<file path="src/rtl/mc_ctrl_pkg.sv">
// Shared types and encodings for the multi-cycle RV32I control sequencer:
// FSM states, instruction classes, opcode/ImmSrc/ResultSrc/ALU codes.
package mc_ctrl_pkg;

  typedef enum logic [2:0] {
    S_IDLE,
    S_FETCH,
    S_DECODE,
    S_EXEC,
    S_MEM,
    S_TRAP
  } state_e;

  typedef enum logic [3:0] {
    CL_NONE,
    CL_R,
    CL_I,
    CL_LOAD,
    CL_STORE,
    CL_BRANCH,
    CL_JAL,
    CL_LUI,
    CL_AUIPC
  } cls_e;

  localparam logic [6:0] OP_R      = 7'b0110011;
  localparam logic [6:0] OP_I      = 7'b0010011;
  localparam logic [6:0] OP_LOAD   = 7'b0000011;
  localparam logic [6:0] OP_STORE  = 7'b0100011;
  localparam logic [6:0] OP_BRANCH = 7'b1100011;
  localparam logic [6:0] OP_JAL    = 7'b1101111;
  localparam logic [6:0] OP_LUI    = 7'b0110111;
  localparam logic [6:0] OP_AUIPC  = 7'b0010111;

  localparam logic [1:0] IMM_I = 2'b00;
  localparam logic [1:0] IMM_S = 2'b01;
  localparam logic [1:0] IMM_B = 2'b10;
  localparam logic [1:0] IMM_J = 2'b11;

  localparam logic [1:0] RES_ALU   = 2'b00;
  localparam logic [1:0] RES_MEM   = 2'b01;
  localparam logic [1:0] RES_PC4   = 2'b10;
  localparam logic [1:0] RES_UPPER = 2'b11;

  localparam logic [3:0] ALU_ADD  = 4'b0000;
  localparam logic [3:0] ALU_SUB  = 4'b0001;
  localparam logic [3:0] ALU_AND  = 4'b0010;
  localparam logic [3:0] ALU_OR   = 4'b0011;
  localparam logic [3:0] ALU_XOR  = 4'b0100;
  localparam logic [3:0] ALU_SLT  = 4'b0101;
  localparam logic [3:0] ALU_SLTU = 4'b0110;
  localparam logic [3:0] ALU_SLL  = 4'b0111;
  localparam logic [3:0] ALU_SRL  = 4'b1000;
  localparam logic [3:0] ALU_SRA  = 4'b1001;

  // Registered control bundle driven during EXEC/MEM.
  typedef struct packed {
    logic       reg_write;
    logic       pc_write;
    logic       pc_src;
    logic       branch;
    logic       alu_en;
    logic       alu_src;
    logic [1:0] imm_src;
    logic [1:0] result_src;
  } ctrl_t;

  // Only beq/bne are supported among branches.
  function automatic cls_e op_class(input logic [6:0] op,
                                    input logic [2:0] f3);
    cls_e c;
    unique case (1'b1)
      (op == OP_R):      c = CL_R;
      (op == OP_I):      c = CL_I;
      (op == OP_LOAD):   c = CL_LOAD;
      (op == OP_STORE):  c = CL_STORE;
      (op == OP_BRANCH): c = (f3[2:1] == 2'b00) ? CL_BRANCH : CL_NONE;
      (op == OP_JAL):    c = CL_JAL;
      (op == OP_LUI):    c = CL_LUI;
      (op == OP_AUIPC):  c = CL_AUIPC;
      default:           c = CL_NONE;
    endcase
    return c;
  endfunction

endpackage

</file>
<file path="src/rtl/mc_controller_alu_decoder.sv">
// mc_alu_decoder: maps (class, funct3, funct7[5]) to ALUControl.
// Ports: cls, funct3, funct7b5 in; alu_ctrl out (combinational).
module mc_alu_decoder
  import mc_ctrl_pkg::*;
(
  input  cls_e       cls,
  input  logic [2:0] funct3,
  input  logic       funct7b5,
  output logic [3:0] alu_ctrl
);

  always_comb begin
    alu_ctrl = ALU_ADD;
    unique case (cls)
      CL_BRANCH: alu_ctrl = ALU_SUB;
      CL_R, CL_I: begin
        unique case (funct3)
          // SUB only exists in R form; addi ignores funct7[5]
          3'b000: alu_ctrl = (cls == CL_R && funct7b5) ? ALU_SUB : ALU_ADD;
          3'b001: alu_ctrl = ALU_SLL;
          3'b010: alu_ctrl = ALU_SLT;
          3'b011: alu_ctrl = ALU_SLTU;
          3'b100: alu_ctrl = ALU_XOR;
          3'b101: alu_ctrl = funct7b5 ? ALU_SRA : ALU_SRL;
          3'b110: alu_ctrl = ALU_OR;
          3'b111: alu_ctrl = ALU_AND;
          default: alu_ctrl = ALU_ADD;
        endcase
      end
      default: alu_ctrl = ALU_ADD;
    endcase
  end

endmodule

</file>
<file path="src/rtl/mc_controller.sv">
// mc_controller: multi-cycle RV32I sequencer (FETCH/DECODE/EXEC/MEM/TRAP).
// Ports: clk, reset(async low), Instr, Zero, imem/dmem handshakes, datapath
// enables/selects, sticky illegal/bus_err traps, instret counter.
module mc_controller
  import mc_ctrl_pkg::*;
#(
  parameter int unsigned MEM_TIMEOUT = 255,
  parameter int unsigned CNT_W       = 32
) (
  input  logic             clk,
  input  logic             reset,
  input  logic [31:0]      Instr,
  input  logic             Zero,
  output logic             imem_req,
  input  logic             imem_ready,
  output logic             dmem_req,
  output logic             dmem_we,
  input  logic             dmem_ready,
  output logic             IRWrite,
  output logic             PCWrite,
  output logic             PCSrc,
  output logic [1:0]       ResultSrc,
  output logic             ALUSrc,
  output logic             RegWrite,
  output logic [1:0]       ImmSrc,
  output logic [3:0]       ALUControl,
  output logic             illegal,
  output logic             bus_err,
  output logic [CNT_W-1:0] instret
);

  localparam logic [15:0] WAIT_LAST = 16'(MEM_TIMEOUT - 1);

  state_e           state;
  cls_e             cls_q;
  logic [2:0]       f3_q;
  logic             f7_q;
  ctrl_t            ctrl_q;
  logic [15:0]      wait_cnt;
  logic             imem_req_q;
  logic             dmem_req_q;
  logic             dmem_we_q;
  logic             illegal_q;
  logic             bus_err_q;
  logic [CNT_W-1:0] instret_q;

  cls_e       cls_d;
  ctrl_t      exec_ctrl;
  logic [3:0] alu_ctrl;
  logic       fetch_done;
  logic       mem_done;
  logic       wait_expired;
  logic       is_mem;
  logic       unused_instr;

  assign cls_d        = op_class(Instr[6:0], Instr[14:12]);
  assign unused_instr = ^{Instr[31], Instr[29:15], Instr[11:7]};
  assign is_mem       = (cls_q == CL_LOAD) || (cls_q == CL_STORE);
  assign wait_expired = (wait_cnt == WAIT_LAST);

  mc_alu_decoder u_alu_dec (
    .cls      (cls_q),
    .funct3   (f3_q),
    .funct7b5 (f7_q),
    .alu_ctrl (alu_ctrl)
  );

  // EXEC-cycle controls, registered on the DECODE->EXEC edge.
  always_comb begin
    exec_ctrl = '0;
    exec_ctrl.alu_en = (cls_d != CL_NONE);
    unique case (cls_d)
      CL_R: begin
        exec_ctrl.reg_write = 1'b1;
        exec_ctrl.pc_write  = 1'b1;
      end
      CL_I: begin
        exec_ctrl.reg_write = 1'b1;
        exec_ctrl.pc_write  = 1'b1;
        exec_ctrl.alu_src   = 1'b1;
        exec_ctrl.imm_src   = IMM_I;
      end
      CL_LOAD: begin
        exec_ctrl.alu_src    = 1'b1;
        exec_ctrl.imm_src    = IMM_I;
        exec_ctrl.result_src = RES_MEM;
      end
      CL_STORE: begin
        exec_ctrl.alu_src = 1'b1;
        exec_ctrl.imm_src = IMM_S;
      end
      CL_BRANCH: begin
        exec_ctrl.pc_write = 1'b1;
        exec_ctrl.branch   = 1'b1;
        exec_ctrl.imm_src  = IMM_B;
      end
      CL_JAL: begin
        exec_ctrl.reg_write  = 1'b1;
        exec_ctrl.pc_write   = 1'b1;
        exec_ctrl.pc_src     = 1'b1;
        exec_ctrl.imm_src    = IMM_J;
        exec_ctrl.result_src = RES_PC4;
      end
      CL_LUI, CL_AUIPC: begin
        exec_ctrl.reg_write  = 1'b1;
        exec_ctrl.pc_write   = 1'b1;
        exec_ctrl.result_src = RES_UPPER;
      end
      default: exec_ctrl = '0;
    endcase
  end

  always_ff @(posedge clk or negedge reset) begin
    if (!reset) begin
      state      <= S_IDLE;
      cls_q      <= CL_NONE;
      f3_q       <= '0;
      f7_q       <= 1'b0;
      ctrl_q     <= '0;
      wait_cnt   <= '0;
      imem_req_q <= 1'b0;
      dmem_req_q <= 1'b0;
      dmem_we_q  <= 1'b0;
      illegal_q  <= 1'b0;
      bus_err_q  <= 1'b0;
      instret_q  <= '0;
    end else begin
      unique case (state)
        S_IDLE: begin
          state      <= S_FETCH;
          imem_req_q <= 1'b1;
          wait_cnt   <= '0;
        end
        S_FETCH: begin
          if (imem_ready) begin
            state      <= S_DECODE;
            imem_req_q <= 1'b0;
          end else if (wait_expired) begin
            state      <= S_TRAP;
            imem_req_q <= 1'b0;
            bus_err_q  <= 1'b1;
          end else begin
            wait_cnt <= wait_cnt + 16'd1;
          end
        end
        S_DECODE: begin
          cls_q <= cls_d;
          f3_q  <= Instr[14:12];
          f7_q  <= Instr[30];
          if (cls_d == CL_NONE) begin
            state     <= S_TRAP;
            illegal_q <= 1'b1;
          end else begin
            state  <= S_EXEC;
            ctrl_q <= exec_ctrl;
          end
        end
        S_EXEC: begin
          if (is_mem) begin
            // address controls in ctrl_q stay put through MEM
            state      <= S_MEM;
            dmem_req_q <= 1'b1;
            dmem_we_q  <= (cls_q == CL_STORE);
            wait_cnt   <= '0;
          end else begin
            state      <= S_FETCH;
            ctrl_q     <= '0;
            imem_req_q <= 1'b1;
            wait_cnt   <= '0;
            instret_q  <= instret_q + CNT_W'(1);
          end
        end
        S_MEM: begin
          if (dmem_ready) begin
            state      <= S_FETCH;
            ctrl_q     <= '0;
            dmem_req_q <= 1'b0;
            dmem_we_q  <= 1'b0;
            imem_req_q <= 1'b1;
            wait_cnt   <= '0;
            instret_q  <= instret_q + CNT_W'(1);
          end else if (wait_expired) begin
            state      <= S_TRAP;
            ctrl_q     <= '0;
            dmem_req_q <= 1'b0;
            dmem_we_q  <= 1'b0;
            bus_err_q  <= 1'b1;
          end else begin
            wait_cnt <= wait_cnt + 16'd1;
          end
        end
        S_TRAP: state <= S_TRAP;
        default: state <= S_TRAP;
      endcase
    end
  end

  // Ready is only honoured while the matching request is up.
  assign fetch_done = imem_req_q & imem_ready;
  assign mem_done   = dmem_req_q & dmem_ready;

  assign imem_req   = imem_req_q;
  assign dmem_req   = dmem_req_q;
  assign dmem_we    = dmem_we_q;
  assign IRWrite    = fetch_done;
  assign PCWrite    = ctrl_q.pc_write | mem_done;
  assign RegWrite   = ctrl_q.reg_write | (mem_done & ~dmem_we_q);
  assign PCSrc      = ctrl_q.pc_src | (ctrl_q.branch & (Zero ^ f3_q[0]));
  assign ResultSrc  = ctrl_q.result_src;
  assign ALUSrc     = ctrl_q.alu_src;
  assign ImmSrc     = ctrl_q.imm_src;
  assign ALUControl = ctrl_q.alu_en ? alu_ctrl : ALU_ADD;
  assign illegal    = illegal_q;
  assign bus_err    = bus_err_q;
  assign instret    = instret_q;

endmodule

</file>
<file path="config.mk">
export PLATFORM = sky130hd
export DESIGN_NAME = mc_controller
export DESIGN_NICKNAME = d
export VERILOG_FILES = /design/src/rtl/mc_ctrl_pkg.sv /design/src/rtl/mc_controller_alu_decoder.sv /design/src/rtl/mc_controller.sv
export SDC_FILE = /design/constraint.sdc
export NUM_CORES = 1
export LEC_CHECK = 0
export ABC_AREA = 1
export BUFFER_PORTS_ARGS = -buffer_cell sky130_fd_sc_hd__buf_2
export CAP_MARGIN = 20
export CORE_ASPECT_RATIO = 1.4
export CORE_MARGIN = 2
export CORE_UTILIZATION = 56
export CTS_CLUSTER_SIZE = 24
export DETAILED_ROUTE_END_ITERATION = 10
export PLACE_DENSITY = 0.8
export SLEW_MARGIN = 15
export SYNTH_ARGS = -nofsm -noshare
export SYNTH_HDL_FRONTEND = slang
export SYNTH_SLANG_ARGS = --single-unit
</file>
<file path="constraint.sdc">
create_clock -name clk -period 1.95 [get_ports clk]
set_input_delay 0.39 -clock clk [delete_from_list [all_inputs] [get_ports clk]]
set_output_delay 0.39 -clock clk [all_outputs]
set_load 0.01 [all_outputs]
</file>
Word-level counts from Yosys, hierarchy flattened
Index checks and enable logic that the tools add are counted.
{"block": "word_totals", "output_inout_bits": 50, "inputBits": 37, "register_bits": 74}
{"block": "op_classes", "n_addsub": 2, "eq_ne": 41, "reduce_logical": 26, "bitwise_logic": 9, "n_mux": 47}
{"op": "$mux W32", "n": 2}
{"op": "$pmux W32 S2", "n": 1}
{"op": "$pmux W4 S8", "n": 2}
{"op": "$mux W16", "n": 3}
{"op": "$pmux W16 S3", "n": 1}
{"op": "$mux W10", "n": 4}
{"op": "$add A32 B1 Y32 const B", "n": 1}
{"op": "$pmux W10 S3", "n": 1}
{"op": "$eq A4 B3 Y1 const B", "n": 6}
{"op": "$eq A7 B6 Y1 const B", "n": 3}
{"op": "$mux W1", "n": 18}
{"op": "$mux W3", "n": 6}
{"op": "$add A16 B1 Y16 const B", "n": 1}
{"op": "$eq A16 B8 Y1 const B", "n": 1}
{"op": "$eq A4 B2 Y1 const B", "n": 4}
{"op": "$eq A3 B3 Y1 const B", "n": 5}
{"op": "$pmux W3 S5", "n": 1}
{"op": "$eq A7 B5 Y1 const B", "n": 2}
{"op": "$eq A7 B7 Y1 const B", "n": 2}
{"op": "$eq A3 B2 Y1 const B", "n": 4}
{"op": "$ne A2 B2 Y1 const B", "n": 6}
{"op": "$pmux W2 S3", "n": 2}
{"op": "$reduce_and A3 Y1", "n": 3}
{"op": "$eq A4 B1 Y1 const B", "n": 2}
{"op": "27 further kinds", "n": 44}

Longest topological paths before layout
Gate-level depths: netlist of the first run.
{"block": "depth", "word_depth": 8, "ltp_mapped": 12}

By module
A second synthesis of the first run with hierarchy kept.
{"block": "unflattened", "cells_unflattened": 738, "area_unflattened_um2": 4797.1}
{"mod": "mc_controller", "n_inst": 1, "cells_each": 708, "area_each_um2": 4662.0}
{"mod": "mc_alu_decoder", "n_inst": 1, "cells_each": 30, "area_each_um2": 135.1}

Least setup slack after synthesis of the first run
No wires, ideal clock.
{"block": "synth_timing", "path_kind": "register to output", "startpoint": "register cls_q[2]", "endpoint": "output port ALUControl[0]", "required_time_ns": 1.560, "stages_incl_launch_ff": 6, "slack_ns": 0.438, "t_arrival_ns": 1.122, "cell_sequence": "dfrtp_1 > nor2_1 > nand3_1 > o21ai_0 > nand2_1 > a21boi_0"}
{"block": "synth_between", "elab_chain_cells": 6, "elab_cells_between_ends": 9, "classes_between": "3 x eq/ne; 4 x mux; 2 x reduce/logical"}
{"item": "start: declaration", "line": "mc_controller.sv:35", "source": "cls_e cls_q;"}
{"item": "start signal: assignment", "line": "mc_controller.sv:147", "source": "cls_q <= cls_d;"}
{"item": "$eq A4 B1 Y1", "line": "mc_controller_alu_decoder.sv:14, mc_controller_alu_decoder.sv:19"}
{"item": "$logic_and A1 B1 Y1", "line": "mc_controller_alu_decoder.sv:19", "source": "3'b000: alu_ctrl = (cls == CL_R && funct7b5) ? ALU_SUB : ALU_ADD;"}
{"item": "$mux W1", "line": "mc_controller_alu_decoder.sv:19"}
{"item": "$pmux W4 S8", "line": "mc_controller_alu_decoder.sv:17", "source": "unique case (funct3)"}
{"item": "$pmux W4 S2 (*)", "line": "mc_controller_alu_decoder.sv:14", "source": "unique case (cls)"}
{"item": "$mux W4 (*)", "line": "mc_controller.sv:212", "source": "assign ALUControl = ctrl_q.alu_en ? alu_ctrl : ALU_ADD;"}
{"item": "end: declaration", "line": "mc_controller.sv:26", "source": "output logic [3:0] ALUControl,"}
Mark *: on every way between the ends. The rest lies on a longest branch, timed or not.

Final worst setup path of the first run
{"block": "layout_timing", "startpoint": "register cls_q[3]", "endpoint": "output port ALUControl[0]"}
The elaborated chain is that of the path after synthesis.

==> results of run 1 <==
[worst paths after layout]
check	start	end	slack, ns	cells after the start
worst min-delay path	reset	bus_err	0.0007	1
worst max register to register	state[2]	wait_cnt[2]	0.18	8
max in group asynchronous	reset	cls_q[2]	1.41	2
worst max-delay path	cls_q[3]	ALUControl[0]	-0.0004	6
min in group clk	Instr[12]	f3_q[0]	0.25	3
worst min register to register	ResultSrc[1]	ResultSrc[1]	0.47	2
[layout by cell type (no fill, tap or decap), drive strengths merged]
cell type	count
nand2	252
nor2	107
inv	79
buf	79
dfrtp	74
nand3	58
o21ai	28
xor2	24
nor3	14
nand4	12
clkbuf	11
a21oi	10
nand3b	5
o21bai	3
ha	3
bufinv	3
clkinv	2
a21boi	2
o211ai	1
o21a	1
nor3b	1
xnor2	1
o22ai	1
a211oi	1
[flip-flops by register name, summed over array words and instances, names as in the netlist]
name and count:
dmem_req 1, cls_q 4, f3_q 3, instret 32, wait_cnt 16, illegal 1, state 3, ResultSrc 2
f7_q 1, bus_err 1, ImmSrc 2, imem_req 1, ctrl_q 5, ALUSrc 1, dmem_we 1
[cell families (layout without fill, tap and decap cells)]
family                   Yosys count  after routing  share of synthesized area (%)
buffers and inverters             91            174                           8.34
AO/OA/AOI/OAI                     47             47                           5.76
flip-flops                        74             74                           39.8
AND/OR/NAND/NOR                  449            449                           40.6
adder cells (fa/ha/maj)            3              3                          0.807
XOR/XNOR                          25             25                           4.71
[worst max-delay path, cell delays in order (launching register included)]
cell,delay [ns]
dfrtp_1,0.42
nor2_4,0.17
nand3_2,0.12
a21oi_2,0.13
nand2_1,0.07
a21boi_1,0.15
buf_2,0.15
[what timing repair did]
action,4_1_cts,5_1_grt
pin swaps,0,2
setup endpoints to repair,1,10
resized for setup,4,8
buffers inserted,0,3
[report_power, final]
part           internal (mW)  switching [mW]  total (mW)
Combinational         0.0354          0.0734       0.109
Clock                   1.31           0.643        1.96
Sequential              1.54         0.00584        1.55
[layout make-up]
| type | count | area (µm²) | area share [%] |
|---|---|---|---|
| multi-input combinational | 524 | 2440 | 44.3 |
| clock buffer | 11 | 253 | 4.58 |
| tap | 102 | 128 | 2.31 |
| timing repair buffer | 79 | 445 | 8.07 |
| clock inverter | 5 | 100 | 1.81 |
| sequential | 74 | 1850 | 33.6 |
| inverter | 79 | 299 | 5.42 |
[stage by stage]
step / cell area [µm²] / total power [mW]
after floorplan: 4650 / 1.61
after CTS: 5470 / 3.62
after detailed placement: 5110 / 1.68
after global placement: 5110 / 1.68
final: 5520 / 3.61
after global routing: 5520 / 3.72
[routing by layer]
| metal | GRT usage [%] | vias to the layer above |
|---|---|---|
| met1 | 36.1 | 2188 |
| met3 | 4.54 | 26 |
| met4 | 12.1 | 0 |
| met5 | 0 | - |
| li1 | - | 2319 |
| met2 | 49.4 | 124 |
==> flow_metrics.tcl, run 1 <==
set metrics [dict create \
    detailed_place_hpwl_mm 9.17 \
    async_reset_ff_share_pct 100 \
    synthTopCellsByCount "nand2_1 (248), nor2_1 (102), dfrtp_1 (74), inv_1 (74), nand3_1 (55)" \
    antenna_found_initial 0 \
    numPlacedInstances 855 \
    fmax_mhz 513 \
    route.detailed.drc 0 \
    violated_checks "setup timing" \
    design.core.area_um2 8100 \
    cts_tree "done" \
    first_global_vias 4482 \
    synth_fp_nets 729 \
    area_growth_synth_to_finish_pct 18.8 \
    wire_per_inst_um 13.8 \
    io_buffer_count 65 \
    final_layout_size_suffix_gt1_share_pct 15.7 \
    fillers 737 \
    clkTransAtPathRegs_ns 0.06 \
    synth.top_cell.area_share_pct 39.8 \
    syn-mean-instance-area_um2 6.75 \
    synthesis.yosys.warnings 0 \
    gp_routability_congestion 0.929 \
    cap_viol_max_count 0 \
    cts.hold.buffers_added 0 \
    global_route.usage.total_pct 29.1 \
    grt_pass1_wl_mm 20.5 \
    fp.dieH_um 112 \
    dr_total_vias 4657 \
    top_signal_layer_used "met4" \
    ports_placed_on_the_boundary 87 \
    postSynthCellCount 689 \
    grt_max_degree 36 \
    layout.nets 807 \
    worst_slack_ns -0.000429 \
    timing.setup.critical_path_class "flip-flop to output port" \
    chipWidth_um 81.0 \
    cts_inserted_buffers 9 \
    dr.first_iter.drc_count 319 \
    h_tree_levels 3 \
    clock_path_buffers 2 \
    synthDistinctLibCells 34 \
    hold_viol 0 \
    setup_total_negative_slack_ns -0.000429 \
    antennaDiodeCount 0 \
    timing.clock.skew_ns 0.00681 \
    max-vdd-ir-drop_mv 0.590 \
    ctsRootBufferMaster "clkbuf_16" \
    synthMostInstantiatedCell "nand2_1" \
    worstSetupEndpointType "output port" \
    drt_pass1_iterations 5 \
    timing.final.crit_period_ns 1.95 \
    report.final.slew_viol_count 0 \
    critical_path_peak_fanout 4 \
    outcome "finished with violations" \
    die_area_um2 9060 \
    detail_route.wirelength_mm 12.1 \
    insertion_delay_ns 0.35 \
    met2WireLength_mm 6.25 \
    fin_cells 874 \
    place_ws_ns 0.173 \
    ant_nets 0 \
    timing.final.crit_share_pct 100 \
    critPathLaunchType "flip-flop" \
    met3_length_um 478 \
    predominant_post_synthesis_flop_cell "dfrtp_1" \
    critical_path_arrival_ns 1.56 \
    required_ns 1.56 \
    rsz_0062_raised_after_global_routing "yes" \
    synth_top_cell_by_area "dfrtp_1" \
    tightest_slew_ns 0.483 \
    worstHoldPathType "input port to asynchronous set/reset pin" \
    ys_seq_elements 74 \
    cellLeakagePower_nw 3.01 \
    mapped_cell_area_um2 4650 \
    placement_rows 39 \
    final.hold.worst_slack_ns 0.000684 \
    setup-violations-final 1 \
    max-slew-margin-rel_pct 67.6 \
    drt-vias-per-instance 5.33 \
    synth_sequential_area_ratio_pct 39.8 \
    starting_utilization_of_the_core_area_pct 57.4 \
    fin_util_pct 68.2 \
    pwr_density_cell_nw_per_um2 654 \
    ys_top_cells_by_area "dfrtp_1 (40%), nand2_1 (20%), nor2_1 (8.2%)" \
    cts_num_sinks 74 \
    metal1_wirelength_mm 5.00 \
    number_of_enable_type_register_cells_in_the_synthesized_netlist 0 \
    grt.overflow.total 0 \
]
(Power assumes the default switching activity.)
==> run 2: changes to the inputs <==
Settings changed: SKIP_LAST_GASP from default to 1.
==> run 2 against run 1 <==
Net effect: the flow finishes with violations (hold timing); routed wire length about the same; non-clock buffer count is the same; setup slack improved by 0.0010 ns; clock power about the same; critical path depth unchanged; final cell count did not move; count of clock-buffer cells in the layout did not move; largest power group unchanged.
==> flow_metrics.tcl, run 2 (synthesized netlist as in run 1, its figures left out) <==
set metrics [dict create \
    grt_max_degree 36 \
    critical_path_peak_fanout 4 \
    cts_inserted_buffers 9 \
    clock_path_buffers 2 \
    setup-violations-final 0 \
    fillers 736 \
    timing.final.crit_period_ns 1.95 \
    violated_checks "hold timing" \
    tightest_slew_ns 0.483 \
    timing.final.crit_share_pct 100 \
    timing.setup.critical_path_class "flip-flop to output port" \
    ant_nets 0 \
    grt_pass1_wl_mm 20.5 \
    critPathLaunchType "flip-flop" \
    ports_placed_on_the_boundary 87 \
    dr_total_vias 4652 \
    ctsRootBufferMaster "clkbuf_16" \
    most_common_cell_after_layout_fill_and_taps_aside "nand2_1" \
    final_layout_size_suffix_gt1_share_pct 15.5 \
    cts_tree "done" \
    rsz_0062_raised_after_global_routing "yes" \
    drt-vias-per-instance 5.32 \
    outcome "finished with violations" \
    largest_reg_flops 32 \
    max-vdd-ir-drop_mv 0.590 \
    antenna_found_initial 0 \
    drt_pass1_iterations 5 \
    grt.overflow.total 0 \
    antennaDiodeCount 0 \
    detailed_place_hpwl_mm 9.17 \
    dr.first_iter.drc_count 315 \
    critical_path_arrival_ns 1.56 \
    insertion_delay_ns 0.35 \
    h_tree_levels 3 \
    final.hold.worst_slack_ns -0.000660 \
    setup_total_negative_slack_ns 0 \
    global_route.usage.total_pct 29.1 \
    detail_route.wirelength_mm 12.1 \
    max-slew-margin-rel_pct 67.6 \
    fmax_mhz 513 \
    clkTransAtPathRegs_ns 0.06 \
    worstSetupEndpointType "output port" \
    report.final.slew_viol_count 0 \
    fp.dieH_um 112 \
    fin_cells 874 \
    pwr_density_cell_nw_per_um2 655 \
    starting_utilization_of_the_core_area_pct 57.4 \
    cts.hold.buffers_added 0 \
    gp_routability_congestion 0.929 \
    ff_latch_area_um2 1850 \
    first_global_vias 4482 \
    route.detailed.drc 0 \
    wire_per_inst_um 13.8 \
    timing.clock.skew_ns 0.00795 \
    io_buffer_count 65 \
    die_area_um2 9060 \
    layout_common_cells "nand2_1 (248), nor2_1 (100), inv_1 (74)" \
    cts_num_sinks 74 \
    hold_viol 1 \
    chipWidth_um 81.0 \
    design.core.area_um2 8100 \
    multiInputGateArea_um2 2440 \
    required_ns 1.56 \
    cellLeakagePower_nw 3.01 \
    layout.nets 807 \
    worstHoldPathType "input port to asynchronous set/reset pin" \
    placement_rows 39 \
    cap_viol_max_count 0 \
    area_growth_synth_to_finish_pct 18.6 \
    numPlacedInstances 855 \
]
## run 2: final timing paths
kind	depth (start not counted)	from	endpoint	slack (ns)
min in group clk	3	Instr[12]	f3_q[0]	0.25
setup reg to reg	11	wait_cnt[0]	wait_cnt[5]	0.17
max in group asynchronous	2	reset	cls_q[2]	1.42
hold / removal	1	reset	bus_err	-0.0007
hold reg to reg	2	ResultSrc[1]	ResultSrc[1]	0.47
setup / recovery	6	cls_q[3]	ALUControl[0]	0.0006
## run 2: per-layer routing
metal	up-vias	routed length [µm]	global-route usage [%]
li1	2318	-	-
met1	2182	4980	36.1
met2	126	6260	49.4
met3	26	482	4.54
met4	0	365	12.1
met5	-	0	0
## run 2: worst max-delay path: stages, from the launching register on
cell,delay [ns]
dfrtp_1,0.42
nor2_4,0.17
nand3_2,0.12
a21oi_2,0.13
nand2_1,0.07
a21boi_1,0.15
buf_2,0.15
## run 2: what timing repair did
item | 4_1_cts | 5_1_grt
gates resized for setup | 4 | 7
setup endpoints to repair | 1 | 10
pin swaps | 0 | 2
buffers inserted | 0 | 3
## run 2: cell type report
cell class | count | area share [%]
Clock buffer | 11 | 4.58
Clock inverter | 5 | 1.81
Inverter | 79 | 5.42
Multi-Input combinational cell | 524 | 44.2
Sequential cell | 74 | 33.6
Tap cell | 102 | 2.31
Timing Repair Buffer | 79 | 8.07
## run 2: metrics by stage
step | power (mW) | hold slack, ns | utilization [%] | setup WS [ns] | instance area [µm²]
floorplan | 1.61 | 0.0944 | - | 0.438 | 4650
global placement | 1.68 | 0.372 | 63.1 | 0.239 | 5110
detailed placement | 1.68 | 0.378 | 63.1 | 0.173 | 5110
CTS | 3.62 | 0.0239 | 67.5 | 0.00379 | 5470
global route | 3.72 | 0.0406 | 68.1 | -0.0821 | 5520
finish | 3.61 | -0.000660 | 68.1 | 0.000573 | 5520
## run 2: where the power goes
part,internal (mW),switching (mW),total (mW)
combinational,0.0354,0.0733,0.109
sequential,1.54,0.00564,1.55
clock,1.31,0.644,1.96
